File: config.mk
export PLATFORM = sky130hd
export DESIGN_NAME = matrix_mult_unit_flat
export DESIGN_NICKNAME = d
export VERILOG_FILES = /design/src/rtl/matrix_mult_unit_if.sv /design/src/rtl/matrix_mult_unit.sv /design/src/flat_wrapper.sv
export SDC_FILE = /design/constraint.sdc
export NUM_CORES = 1
export LEC_CHECK = 0
export BUFFER_PORTS_ARGS = -buffer_cell sky130_fd_sc_hd__buf_2
export CAP_MARGIN = 20
export CORE_MARGIN = 2
export CORE_UTILIZATION = 61
export DETAILED_ROUTE_END_ITERATION = 12
export PLACE_DENSITY = 0.86
export SLEW_MARGIN = 20
export SYNTH_ARGS = -nofsm -noshare
export SYNTH_HDL_FRONTEND = slang
export SYNTH_SLANG_ARGS = --single-unit
File: constraint.sdc
create_clock -name clk -period 13.4 [get_ports clk]
set_input_delay 2.68 -clock clk [delete_from_list [all_inputs] [get_ports clk]]
set_output_delay 2.68 -clock clk [all_outputs]
set_load 0.005 [all_outputs]
File: src/rtl/matrix_mult_unit_if.sv
// Operand/result bundle between the register file and matrix_mult_unit.
interface matrix_mult_unit_if #(
    parameter int DATA_W = 8
);
    logic              start;
    logic [DATA_W-1:0] ReadDataA0;
    logic [DATA_W-1:0] ReadDataA1;
    logic [DATA_W-1:0] ReadDataA2;
    logic [DATA_W-1:0] ReadDataA3;
    logic [DATA_W-1:0] ReadDataB0;
    logic [DATA_W-1:0] ReadDataB1;
    logic [DATA_W-1:0] ReadDataB2;
    logic [DATA_W-1:0] ReadDataB3;
    logic              busy;
    logic              is_matrix_mult;
    logic [31:0]       C;

    modport master (
        output start,
        output ReadDataA0, ReadDataA1, ReadDataA2, ReadDataA3,
        output ReadDataB0, ReadDataB1, ReadDataB2, ReadDataB3,
        input  busy, is_matrix_mult, C
    );

    modport slave (
        input  start,
        input  ReadDataA0, ReadDataA1, ReadDataA2, ReadDataA3,
        input  ReadDataB0, ReadDataB1, ReadDataB2, ReadDataB3,
        output busy, is_matrix_mult, C
    );
endinterface

File: src/rtl/matrix_mult_unit.sv
// 2x2 x 2x2 matrix multiply, one 8x8 MAC per cycle over 8 steps.
// MATRIX_MULT_SAT_EN: saturate each element to 8'hFF instead of wrapping mod 256.
//   state | meaning
//   IDLE  | waiting for start, C holds last result
//   CALC  | steps 0..7, one MAC per cycle
//   DONE  | result valid, one-cycle is_matrix_mult pulse
module matrix_mult_unit #(
    parameter int DATA_W = 8
) (
    input  logic              clk,
    input  logic              reset,
    matrix_mult_unit_if.slave bus
);
    typedef enum logic [1:0] {IDLE, CALC, DONE} state_t;

    state_t            r_state;
    state_t            w_next;
    logic [DATA_W-1:0] r_a [4];
    logic [DATA_W-1:0] r_b [4];
    logic [2:0]        r_step;
    logic [16:0]       r_acc;
    logic [31:0]       r_c;

    logic              w_load;
    logic              w_mac;
    logic [1:0]        w_a_idx;
    logic [1:0]        w_b_idx;
    logic [15:0]       w_prod;
    logic [16:0]       w_sum;
    logic [7:0]        w_elem_val;

    always_ff @(posedge clk or posedge reset) begin
        if (reset) r_state <= IDLE;
        else       r_state <= w_next;
    end

    always_comb begin
        w_next = r_state;
        w_load = 1'b0;
        w_mac  = 1'b0;
        case (r_state)
            IDLE: begin
                if (bus.start) begin
                    w_load = 1'b1;
                    w_next = CALC;
                end
            end
            CALC: begin
                w_mac = 1'b1;
                if (r_step == 3'd7) w_next = DONE;
            end
            DONE:    w_next = IDLE;
            default: w_next = IDLE;
        endcase
    end

    // step = {row, col, k}: A[row][k] * B[k][col], element index {row, col}
    assign w_a_idx = {r_step[2], r_step[0]};
    assign w_b_idx = {r_step[0], r_step[1]};
    assign w_prod  = 16'(r_a[w_a_idx]) * 16'(r_b[w_b_idx]);
    assign w_sum   = r_step[0] ? (r_acc + 17'(w_prod)) : 17'(w_prod);

`ifdef MATRIX_MULT_SAT_EN
    assign w_elem_val = (w_sum > 17'd255) ? 8'hFF : w_sum[7:0];
`else
    assign w_elem_val = w_sum[7:0];
`endif

    always_ff @(posedge clk or posedge reset) begin
        if (reset) begin
            for (int i = 0; i < 4; i++) begin
                r_a[i] <= '0;
                r_b[i] <= '0;
            end
            r_step <= 3'd0;
            r_acc  <= 17'd0;
            r_c    <= 32'd0;
        end else if (w_load) begin
            r_a[0] <= bus.ReadDataA0;
            r_a[1] <= bus.ReadDataA1;
            r_a[2] <= bus.ReadDataA2;
            r_a[3] <= bus.ReadDataA3;
            r_b[0] <= bus.ReadDataB0;
            r_b[1] <= bus.ReadDataB1;
            r_b[2] <= bus.ReadDataB2;
            r_b[3] <= bus.ReadDataB3;
            r_step <= 3'd0;
            r_acc  <= 17'd0;
        end else if (w_mac) begin
            r_acc  <= w_sum;
            r_step <= r_step + 3'd1;
            if (r_step[0]) r_c[{r_step[2:1], 3'b000} +: 8] <= w_elem_val;
        end
    end

    assign bus.busy           = (r_state != IDLE);
    assign bus.is_matrix_mult = (r_state == DONE);
    assign bus.C              = r_c;
endmodule

File: src/flat_wrapper.sv
// flat-port wrapper written by rule: the top's interface ports become plain ports
module matrix_mult_unit_flat 
#(
    parameter int DATA_W = 8
)
  (clk, reset, bus_start, bus_ReadDataA0, bus_ReadDataA1, bus_ReadDataA2, bus_ReadDataA3, bus_ReadDataB0, bus_ReadDataB1, bus_ReadDataB2, bus_ReadDataB3, bus_busy, bus_is_matrix_mult, bus_C);
  matrix_mult_unit_if #(.DATA_W(DATA_W)) bus_i ();
  input  logic clk;
  input  logic reset;
  input wire logic [$bits(bus_i.start)-1:0] bus_start;
  input wire logic [$bits(bus_i.ReadDataA0)-1:0] bus_ReadDataA0;
  input wire logic [$bits(bus_i.ReadDataA1)-1:0] bus_ReadDataA1;
  input wire logic [$bits(bus_i.ReadDataA2)-1:0] bus_ReadDataA2;
  input wire logic [$bits(bus_i.ReadDataA3)-1:0] bus_ReadDataA3;
  input wire logic [$bits(bus_i.ReadDataB0)-1:0] bus_ReadDataB0;
  input wire logic [$bits(bus_i.ReadDataB1)-1:0] bus_ReadDataB1;
  input wire logic [$bits(bus_i.ReadDataB2)-1:0] bus_ReadDataB2;
  input wire logic [$bits(bus_i.ReadDataB3)-1:0] bus_ReadDataB3;
  output wire logic [$bits(bus_i.busy)-1:0] bus_busy;
  output wire logic [$bits(bus_i.is_matrix_mult)-1:0] bus_is_matrix_mult;
  output wire logic [$bits(bus_i.C)-1:0] bus_C;
  assign bus_i.start = bus_start;
  assign bus_i.ReadDataA0 = bus_ReadDataA0;
  assign bus_i.ReadDataA1 = bus_ReadDataA1;
  assign bus_i.ReadDataA2 = bus_ReadDataA2;
  assign bus_i.ReadDataA3 = bus_ReadDataA3;
  assign bus_i.ReadDataB0 = bus_ReadDataB0;
  assign bus_i.ReadDataB1 = bus_ReadDataB1;
  assign bus_i.ReadDataB2 = bus_ReadDataB2;
  assign bus_i.ReadDataB3 = bus_ReadDataB3;
  assign bus_busy = bus_i.busy;
  assign bus_is_matrix_mult = bus_i.is_matrix_mult;
  assign bus_C = bus_i.C;
  matrix_mult_unit #(.DATA_W(DATA_W)) u_core (.clk(clk), .reset(reset), .bus(bus_i));
endmodule
==> summary by stage, run 1 <==
Synthesis
The count of distinct cell types in the synthesized netlist is 38. The cell count after synthesis is 476. The share of the synthesized area in the top cell type is 0.472.

The sequential cell area fraction in the yosys report is 0.472. The number of synthesized register bits is 109. Synthesis produced a netlist with a net count of 586. After synthesis, the cell types taking the most area are dfrtp_1 (47%), mux2_1 (12%), ha_1 (6.5%). The count of synthesis-stage warnings from yosys is 0. The cell taking the most area after synthesis is dfrtp_1. Averaged over all synthesized cells, the footprint is 12.1 um^2. Summing every instance area after synthesis gives 0.00577 mm^2.

Routing
The number of DRC violations after detailed routing is 0. The first detailed-routing pass ran for 4 iterations. The total wire length is 12,000 um. For this block, the initial DRC count from the detailed router was 194. The routed layout has 3,954 vias. Dividing the detail-routed wire length by the instance count gives 17.4 um. The post-route antenna net violation count is 0. Dividing the detail-routed via count by the number of cells gives 5.77.

Clock tree
The tree built by TritonCTS fans out to 109 sinks. The post-cts gate resize count is 0. At the later pin of the worst-skew pair, clock insertion delay measures 380 ps. The clock slew seen by the registers of the worst setup and hold paths is 110 ps. The count of hold-fix buffers inserted at cts is 0.

The buffer type at the clock tree root is clkbuf_8. TritonCTS created 9 clock buffers. After clock tree synthesis, the setup repair step added 0 buffers. The H-tree was split into 3 levels. TritonCTS built the clock tree. The longest clock path from root to sink contains 2 buffers.

STA
The number of hold-slack violations in the final timing report is 0. Setup violations remaining at the end of the flow were counted as 0. The accumulated negative setup slack is 0 ps. The slew at the pin closest to its max-slew limit is 946 ps. Clock skew on the completed layout was measured at 18.7 ps. Static timing analysis puts the maximum clock frequency at 0.170 GHz. The count of pins over their slew limit came to 0. Counting I/O delays and the setup requirement, the final critical path takes 5880 ps. The portion of the clock cycle consumed by the worst path in the final layout is 0.439.

The worst-case headroom to the max-slew limit is 0.370. Setup repair after global routing left no endpoint under its margin.

Critical path
The worst setup path is launched from a flop. The kind of critical path is reg2reg. The buffering stage count on the worst path with inverters included is 3. In this run the worst path has a maximum fanout of 19. The endpoint identified for the worst register-to-register timing path is u_core.r_acc[6]$_DFFE_PP0P_. The register-to-register setup slack is 7520 ps.

On the worst path, the slowest cell contributes a delay of 880 ps. The slowest stage of the critical path is the dfrtp_1 cell. For the worst setup path, the data arrival time is 6100 ps.

The launch point of the worst reg-to-reg path is u_core.r_step[0]$_DFFE_PP0P_. Walking the worst path, the cells encountered are buf_4 > mux4_2 > and2_1 > ha_1 > fa_1 > ha_1 > inv_1 > fa_1 > inv_1 > fa_1 > ha_1 > a21boi_1 > o21a_1 > or3_1 > a31oi_1 > o22ai_1. Measured in cells, the most critical reg-to-reg path has a length of 16.

The cell family contributing the most delay on the critical path is adder cells. The critical path endpoint category is a flop. The critical path data required time is 13,620 ps.

GRT
Entering global routing, the biggest net connects 76 pins. The number of global-route vias before repair is 4,246. The first global-routing pass estimated 20,500 um of wire. The number of antenna violations at the first check in global routing is 0. Global routing finished with a remaining overflow of 0. Across every metal layer, demand over resource in global routing totals 0.260.

Floorplan
The region available for standard cell placement spans 0.00920 mm^2. The die covers 0.0103 mm^2. The die height is 101 um. From left edge to right edge, the die measures 101 um. In this run the count of I/O pins placed on the die edge is 101. After floorplanning, the core was divided into 35 placement rows.

For this configuration, the core starts out at a cell density of 0.628.

Placement
Input and output buffers added on the ports amount to 100. The total placed cells including tap cells is 669. Detailed placement ended at an HPWL of 8840 um.

The routability congestion estimate from global placement is 0.893.

Final layout
The count of inserted antenna diode cells is 0. The non-filler instance count after layout is 685. From synthesis to final layout, the design area changed by 13.4%. The final-layout fill cell count is 632. The number of nets in the layout is 679. The fraction of layout cells with a size suffix above 1 is 0.249.

Worst hold path
The sink of the worst hold path is u_core.r_b[14]$_DFFE_PP0P_. The depth of the worst hold-timing path is 1. The hold path startpoint is u_core.r_b[14]$_DFFE_PP0P_.

The worst hold path belongs to the class reg2reg.

Run
The number of max-cap violations is 0.

Status
The flow ran to the end, and the final reports show no timing, DRC or antenna violations.
## state kept, by name, summed over array words and instances, names as in the netlist
signal          flops
u_core.bus.C       32
u_core.r_a         32
u_core.r_b         32
u_core.r_acc        8
u_core.r_step       3
u_core.r_state      2
## synthesized netlist by cell type
cell,count
buf_6,4
mux2_1,64
fa_1,13
mux2i_1,4
clkbuf_1,9
or4_1,1
a21o_1,4
a21boi_1,1
or4b_1,3
nor2b_1,5
and2_1,21
nand2_2,2
xnor2_1,13
or2_1,1
o31ai_1,2
nand2_1,62
xnor2_2,1
nor2_1,6
o22ai_1,9
a21oi_1,4
ha_1,30
mux4_2,16
or3_1,1
o21ai_0,1
nand3_1,7
nand4b_1,1
o21a_1,1
dfrtp_1,109
xor2_1,4
xnor3_2,1
inv_1,26
buf_1,6
a31oi_1,1
nand2b_1,2
clkinv_2,1
xor2_2,1
buf_2,2
o21ai_1,37
## how the worst max path moves through the flow
stage	startpoint	slack, ps	cells after the start	end
after floorplan	reset	7850	1	u_core.bus.C[0]$_DFFE_PP0P_
after global placement	u_core.r_step[0]$_DFFE_PP0P_	7740	16	u_core.r_acc[6]$_DFFE_PP0P_
after detailed placement	u_core.r_step[0]$_DFFE_PP0P_	7550	16	u_core.r_acc[6]$_DFFE_PP0P_
after CTS	u_core.r_step[0]$_DFFE_PP0P_	7550	15	u_core.r_acc[6]$_DFFE_PP0P_
after global routing	u_core.r_step[0]$_DFFE_PP0P_	7190	15	u_core.r_acc[6]$_DFFE_PP0P_
final	u_core.r_step[0]$_DFFE_PP0P_	7520	16	u_core.r_acc[6]$_DFFE_PP0P_
## final cells by class
class | instances | area [um^2] | area share
multi-input combinational | 319 | 2840 | 0.434
sequential | 109 | 2730 | 0.417
timing repair buffer | 103 | 523 | 0.0799
tap | 111 | 139 | 0.0212
clock buffer | 9 | 124 | 0.0189
inverter | 27 | 105 | 0.0161
clock inverter | 7 | 90.1 | 0.0138
## routing by layer
layer / GRT usage / part of all wire / vias up / routed length [um]
met5: 0 / 0 / - / 0
met4: 0.122 / 0.024 / 0 / 289
met3: 0.0490 / 0.051 / 25 / 605
met2: 0.433 / 0.51 / 132 / 6050
met1: 0.333 / 0.42 / 1985 / 5000
li1: - / - / 1812 / -
## layout by cell type, fill, tap and decap left out, types with 4 or more instances in the layout
cell type  count
nand3_1        7
xnor2_1       13
inv_1         25
nand2_1       62
buf_2        100
mux2_1        64
nor2b_1        5
mux2i_1        4
a21o_1         4
and2_1        21
xor2_1         4
nor2_1         5
o22ai_1        9
dfrtp_1      109
fa_1          13
mux4_2        16
clkbuf_8       9
ha_1          30
a21oi_1        4
o21ai_1       37
## cells by family after synthesis
logic type      Yosys count  synth area share
flops                   109             0.472
compound gates           60            0.0577
mux                      84             0.194
fa+ha+maj                43             0.110
buf+inv                  48            0.0371
xor+xnor                 20            0.0355
simple gates            112            0.0930
## metrics by stage
| stage | utilization | cell area (um^2) | setup WS, ps | hold slack [ps] |
|---|---|---|---|---|
| finish | 0.712 | 6550 | 7520 | 494 |
| CTS | 0.712 | 6550 | 7550 | 498 |
| global route | 0.712 | 6550 | 7190 | 514 |
| global placement | 0.689 | 6330 | 7740 | 463 |
| floorplan | - | 5770 | 7850 | 452 |
| detailed placement | 0.689 | 6330 | 7550 | 472 |
Power of run 1 is not shown: default switching activity piles up to over one toggle a cycle in this logic, so the estimate is an artifact.
==> run 2, diff against run 1 <==
--- a/config.mk
+++ b/config.mk
@@ -5,12 +5,13 @@
 export SDC_FILE = /design/constraint.sdc
 export NUM_CORES = 1
 export LEC_CHECK = 0
+export ABC_AREA = 1
 export BUFFER_PORTS_ARGS = -buffer_cell sky130_fd_sc_hd__buf_2
 export CAP_MARGIN = 20
 export CORE_MARGIN = 2
-export CORE_UTILIZATION = 61
+export CORE_UTILIZATION = 52
 export DETAILED_ROUTE_END_ITERATION = 12
-export PLACE_DENSITY = 0.86
+export PLACE_DENSITY = 0.77
 export SLEW_MARGIN = 20
 export SYNTH_ARGS = -nofsm -noshare
 export SYNTH_HDL_FRONTEND = slang
==> constraint.sdc (replaced) <==
create_clock -name clk -period 4.9 [get_ports clk]
set_input_delay 0.98 -clock clk [delete_from_list [all_inputs] [get_ports clk]]
set_output_delay 0.98 -clock clk [all_outputs]
set_load 0.005 [all_outputs]
==> run 2 against run 1 <==
Register-to-register slack got worse by 7500 ps. Fmax increased by 21%. Count of clock-buffer cells in the layout up 2. Synthesized cell count up 70%. Die area rose by 24%. Synthesized area grew 6.4%. Final area rose by 18%. Sequential share of layout area down 6.5 points. Worst hold slack lost 11 ps. Largest cell class unchanged. First-iteration DRC count rose by 100%. Critical endpoint is now u_core.bus.C[23]$_DFFE_PP0P_.
==> summary by stage, run 2 <==
GRT
The global-route wire length before repair is 25,900 um (was 20,500 um). The number of antenna violations at the first check in global routing is 0 (unchanged). The maximum number of pins on one net before global-route repair came to 104 (was 76).

The number of global-route vias before repair is 5,533 (was 4,246). The combined global-route utilization of all metal layers is 0.255 (was 0.260). The overflow left after global routing is 0 (unchanged).

Synthesis
Leading post-synthesis cells by cell area: dfrtp_1 (44%), nand2_1 (19%), o21ai_0 (7.5%) (was dfrtp_1 (47%), mux2_1 (12%), ha_1 (6.5%)). The main combinational cell family by area after synthesis was simple AND/OR/NAND/NOR gates (was multiplexers). The cell taking the most area after synthesis is dfrtp_1 (unchanged). The post-synth net total is 917 (was 586). The count of distinct cell types in the synthesized netlist is 31 (was 38). The simple-gate share of the synthesized area is 0.259 (was 0.0930). The top flip-flop cell by instance count after synthesis is dfrtp_1 (unchanged). The post-synthesis average cell area was 7.61 um^2 (was 12.1 um^2). The adder-cell area share of the yosys netlist is 0.104 (was 0.110). The fraction of synthesized area in multiplexers is 0 (was 0.194). The fraction of synthesis flops using an asynchronous set or reset pin is 1.00 (unchanged). The number of synthesized flops with an enable pin is 0 (unchanged). The number of synthesized register bits was 109 (unchanged). The netlist area before placement was 0.00614 mm^2 (was 0.00577 mm^2).

The count of synthesis-stage warnings from yosys is 0 (unchanged). The compound-gate portion of the synthesized area is 0.0992 (was 0.0577). The sequential cell area fraction in the yosys report is 0.444 (was 0.472). The share of the synthesized area in the top cell type is 0.444 (was 0.472). Most used standard cells in the synthesized netlist: nand2_1 (311), dfrtp_1 (109), inv_1 (103) (was dfrtp_1 (109), mux2_1 (64), nand2_1 (62)). The most frequently used cell type in the post-synthesis netlist is nand2_1 (was dfrtp_1). The synthesized-area fraction occupied by xor and xnor cells is 0.00856 (was 0.0355). The cell count after synthesis was 807 (was 476).

STA
RSZ-0062 raised after global routing: yes (was no). The number of hold-slack violations in the final timing report is 0 (unchanged). The number of failing setup endpoints in the final timing report is 0 (unchanged). The accumulated negative setup slack came to 0 ps (unchanged). The portion of the clock cycle consumed by the worst path in the final layout was 0.995 (was 0.439).

The minimum clock period came to 4880 ps (was 5880 ps). The worst-case headroom to the max-slew limit is 0.377 (was 0.370). The final setup skew was 10.4 ps (was 18.7 ps). The slew at the pin closest to its max-slew limit was 934 ps (was 946 ps). The count of pins over their slew limit is 0 (unchanged).

The maximum clock frequency is 0.205 GHz (was 0.170 GHz).

Clock tree
The clock slew seen by the registers of the worst setup and hold paths is 80 ps (was 110 ps). The count of hold-fix buffers inserted at cts is 0 (unchanged). The number of buffers on the longest clock path is 2 (unchanged).

The worst-skew pair later-pin latency is 370 ps (was 380 ps). The TritonCTS clock tree was done (unchanged). The maximum level of the CTS H-tree came to 3 (unchanged). The clock sink count came to 109 (unchanged).

The number of buffers inserted during clock tree synthesis is 9 (unchanged). The buffer type at the clock tree root is clkbuf_16 (was clkbuf_8).

Run
The number of max-cap violations is 0 (unchanged).

Critical path
The worst flop-to-flop path endpoint is u_core.bus.C[23]$_DFFE_PP0P_ (was u_core.r_acc[6]$_DFFE_PP0P_). The critical path endpoint category is a flop (unchanged). The cell with the most instances on the worst path is inv_2. The critical path data required time is 5210 ps (was 13,620 ps).

The largest fanout of any net on the critical path is 7 (was 19). The register-to-register setup slack is 20 ps (was 7520 ps). The number of cells on the worst reg-to-reg path is 28 (was 16). The startpoint type of the worst setup path is a flop (unchanged). The kind of critical path is reg2reg (unchanged).

The data arrival time of the critical path is 5190 ps (was 6100 ps). The launch point of the worst reg-to-reg path is u_core.r_step[0]$_DFFE_PP0P_ (unchanged). The largest stage delay on the critical path came to 480 ps (was 880 ps). The master of the slowest instance on the critical path is fa_1 (was dfrtp_1).

Floorplan
The die height is 113 um (was 101 um). The overall die area is 0.0127 mm^2 (was 0.0103 mm^2). The floorplan row count was 39 (was 35). The I/O pin total came to 101 (unchanged). The standard cell core area is 0.0115 mm^2 (was 0.00920 mm^2). The die width is 113 um (was 101 um). The initial core utilization came to 0.536 (was 0.628).

Status
Status: completed (unchanged).

Final layout
The count of inserted antenna diode cells came to 0 (unchanged). The non-filler instance count after layout is 1,099 (was 685). The area added between synthesis and finish is 26.2% (was 13.4%). The fraction of layout cells with a size suffix above 1 is 0.254 (was 0.249). The final core utilization is 0.676 (was 0.712). The final-layout fill cell count came to 896 (was 632). The number of nets in the layout was 1,061 (was 679). Highest-count cells in the layout ignoring fill and taps: nand2_1 (298), dfrtp_1 (109), buf_2 (100) (was dfrtp_1 (109), buf_2 (100), mux2_1 (64)). The commonest non-fill, non-tap cell in the layout is nand2_1 (was dfrtp_1).

Routing
The total wire length is 16,000 um (was 12,000 um). The first-iteration detailed-routing DRC count is 392 (was 194). The post-route antenna net violation count is 0 (unchanged). The via count of the routed design came to 5,693 (was 3,954). The number of DRC violations after detailed routing is 0 (unchanged). The vias per cell came to 5.18 (was 5.77).

The detailed-route wire length per cell came to 14.5 um (was 17.4 um). The total iterations of the first detailed-routing run is 5 (was 4).

Placement
The total placed cells including tap cells is 1,065 (was 669). The count of input and output buffers came to 100 (unchanged). The routability congestion estimate from global placement is 0.886 (was 0.893). The half-perimeter wire length after detailed placement is 11,200 um (was 8840 um).

Worst hold path
The hold path startpoint is u_core.r_b[21]$_DFFE_PP0P_ (was u_core.r_b[14]$_DFFE_PP0P_). The path class of the lowest-slack min-delay path is reg2reg (unchanged). The sink of the worst hold path was u_core.r_b[21]$_DFFE_PP0P_ (was u_core.r_b[14]$_DFFE_PP0P_).

The depth of the worst hold-timing path is 2 (was 1).
-- run 2: what timing repair did --
item                                    CTS  global route
endpoints found under the setup margin   12            17
pin swaps                                 8            45
setup buffers                             5            12
gates cloned                              0             1
resized for setup                        21            51
-- run 2: metal layers --
metal / GRT usage / wire length, um / vias to the layer above
li1: - / - / 2798
met1: 0.362 / 7420 / 2700
met2: 0.400 / 7450 / 171
met3: 0.0502 / 812 / 24
met4: 0.0813 / 301 / 0
met5: 0 / 0 / -
-- run 2: per-stage QoR --
| step | instance area, um^2 | hold slack, ps | setup WS [ps] |
|---|---|---|---|
| global route | 7750 | 509 | -234 |
| finish | 7750 | 483 | 24.3 |
| CTS | 7460 | 485 | 16.7 |
| global placement | 7040 | 464 | -31.9 |
| detailed placement | 7040 | 466 | -153 |
| floorplan | 6140 | 449 | 57.1 |
-- run 2: worst max-delay path: cells and delay by family, from the launching register on --
family,cells,cell delay (ps)
xor gates and xnor gates,1,180
DFF,1,420
and+or+nand+nor,12,1120
AOI/OAI and AO/OA,2,370
buffers and inverters,7,560
adders and majority gates,6,2150
-- run 2: kinds of logic (layout without fill, tap and decap cells) --
group,after synthesis,after routing
compound gates,114,114
xor+xnor,6,6
simple gates,400,400
flops,109,109
buf+inv,135,284
fa+ha+maj,43,43
-- run 2: how the worst max path moves through the flow --
stage                                             from                           end  slack (ps)  depth (start not counted)
after CTS                 u_core.r_step[0]$_DFFE_PP0P_  u_core.bus.C[15]$_DFFE_PP0P_          20                         30
after detailed placement  u_core.r_step[1]$_DFFE_PP0P_  u_core.bus.C[15]$_DFFE_PP0P_        -150                         28
after floorplan           u_core.r_step[2]$_DFFE_PP0P_  u_core.bus.C[15]$_DFFE_PP0P_          60                         27
after global placement    u_core.r_step[1]$_DFFE_PP0P_  u_core.bus.C[31]$_DFFE_PP0P_         -30                         28
after global routing      u_core.r_step[0]$_DFFE_PP0P_  u_core.bus.C[23]$_DFFE_PP0P_        -230                         28
final                     u_core.r_step[0]$_DFFE_PP0P_  u_core.bus.C[23]$_DFFE_PP0P_          20                         28
-- run 2: final cells by class --
| cell class | instances | area [um^2] | share of cell area |
|---|---|---|---|
| Timing Repair Buffer | 160 | 1020 | 0.132 |
| Multi-Input combinational cell | 563 | 3110 | 0.402 |
| Sequential cell | 109 | 2730 | 0.352 |
| Tap cell | 143 | 179 | 0.0231 |
| Inverter | 108 | 410 | 0.0530 |
| Clock inverter | 5 | 52.6 | 0.00678 |
| Clock buffer | 11 | 243 | 0.0313 |
Power of run 2 is left out for the same reason.
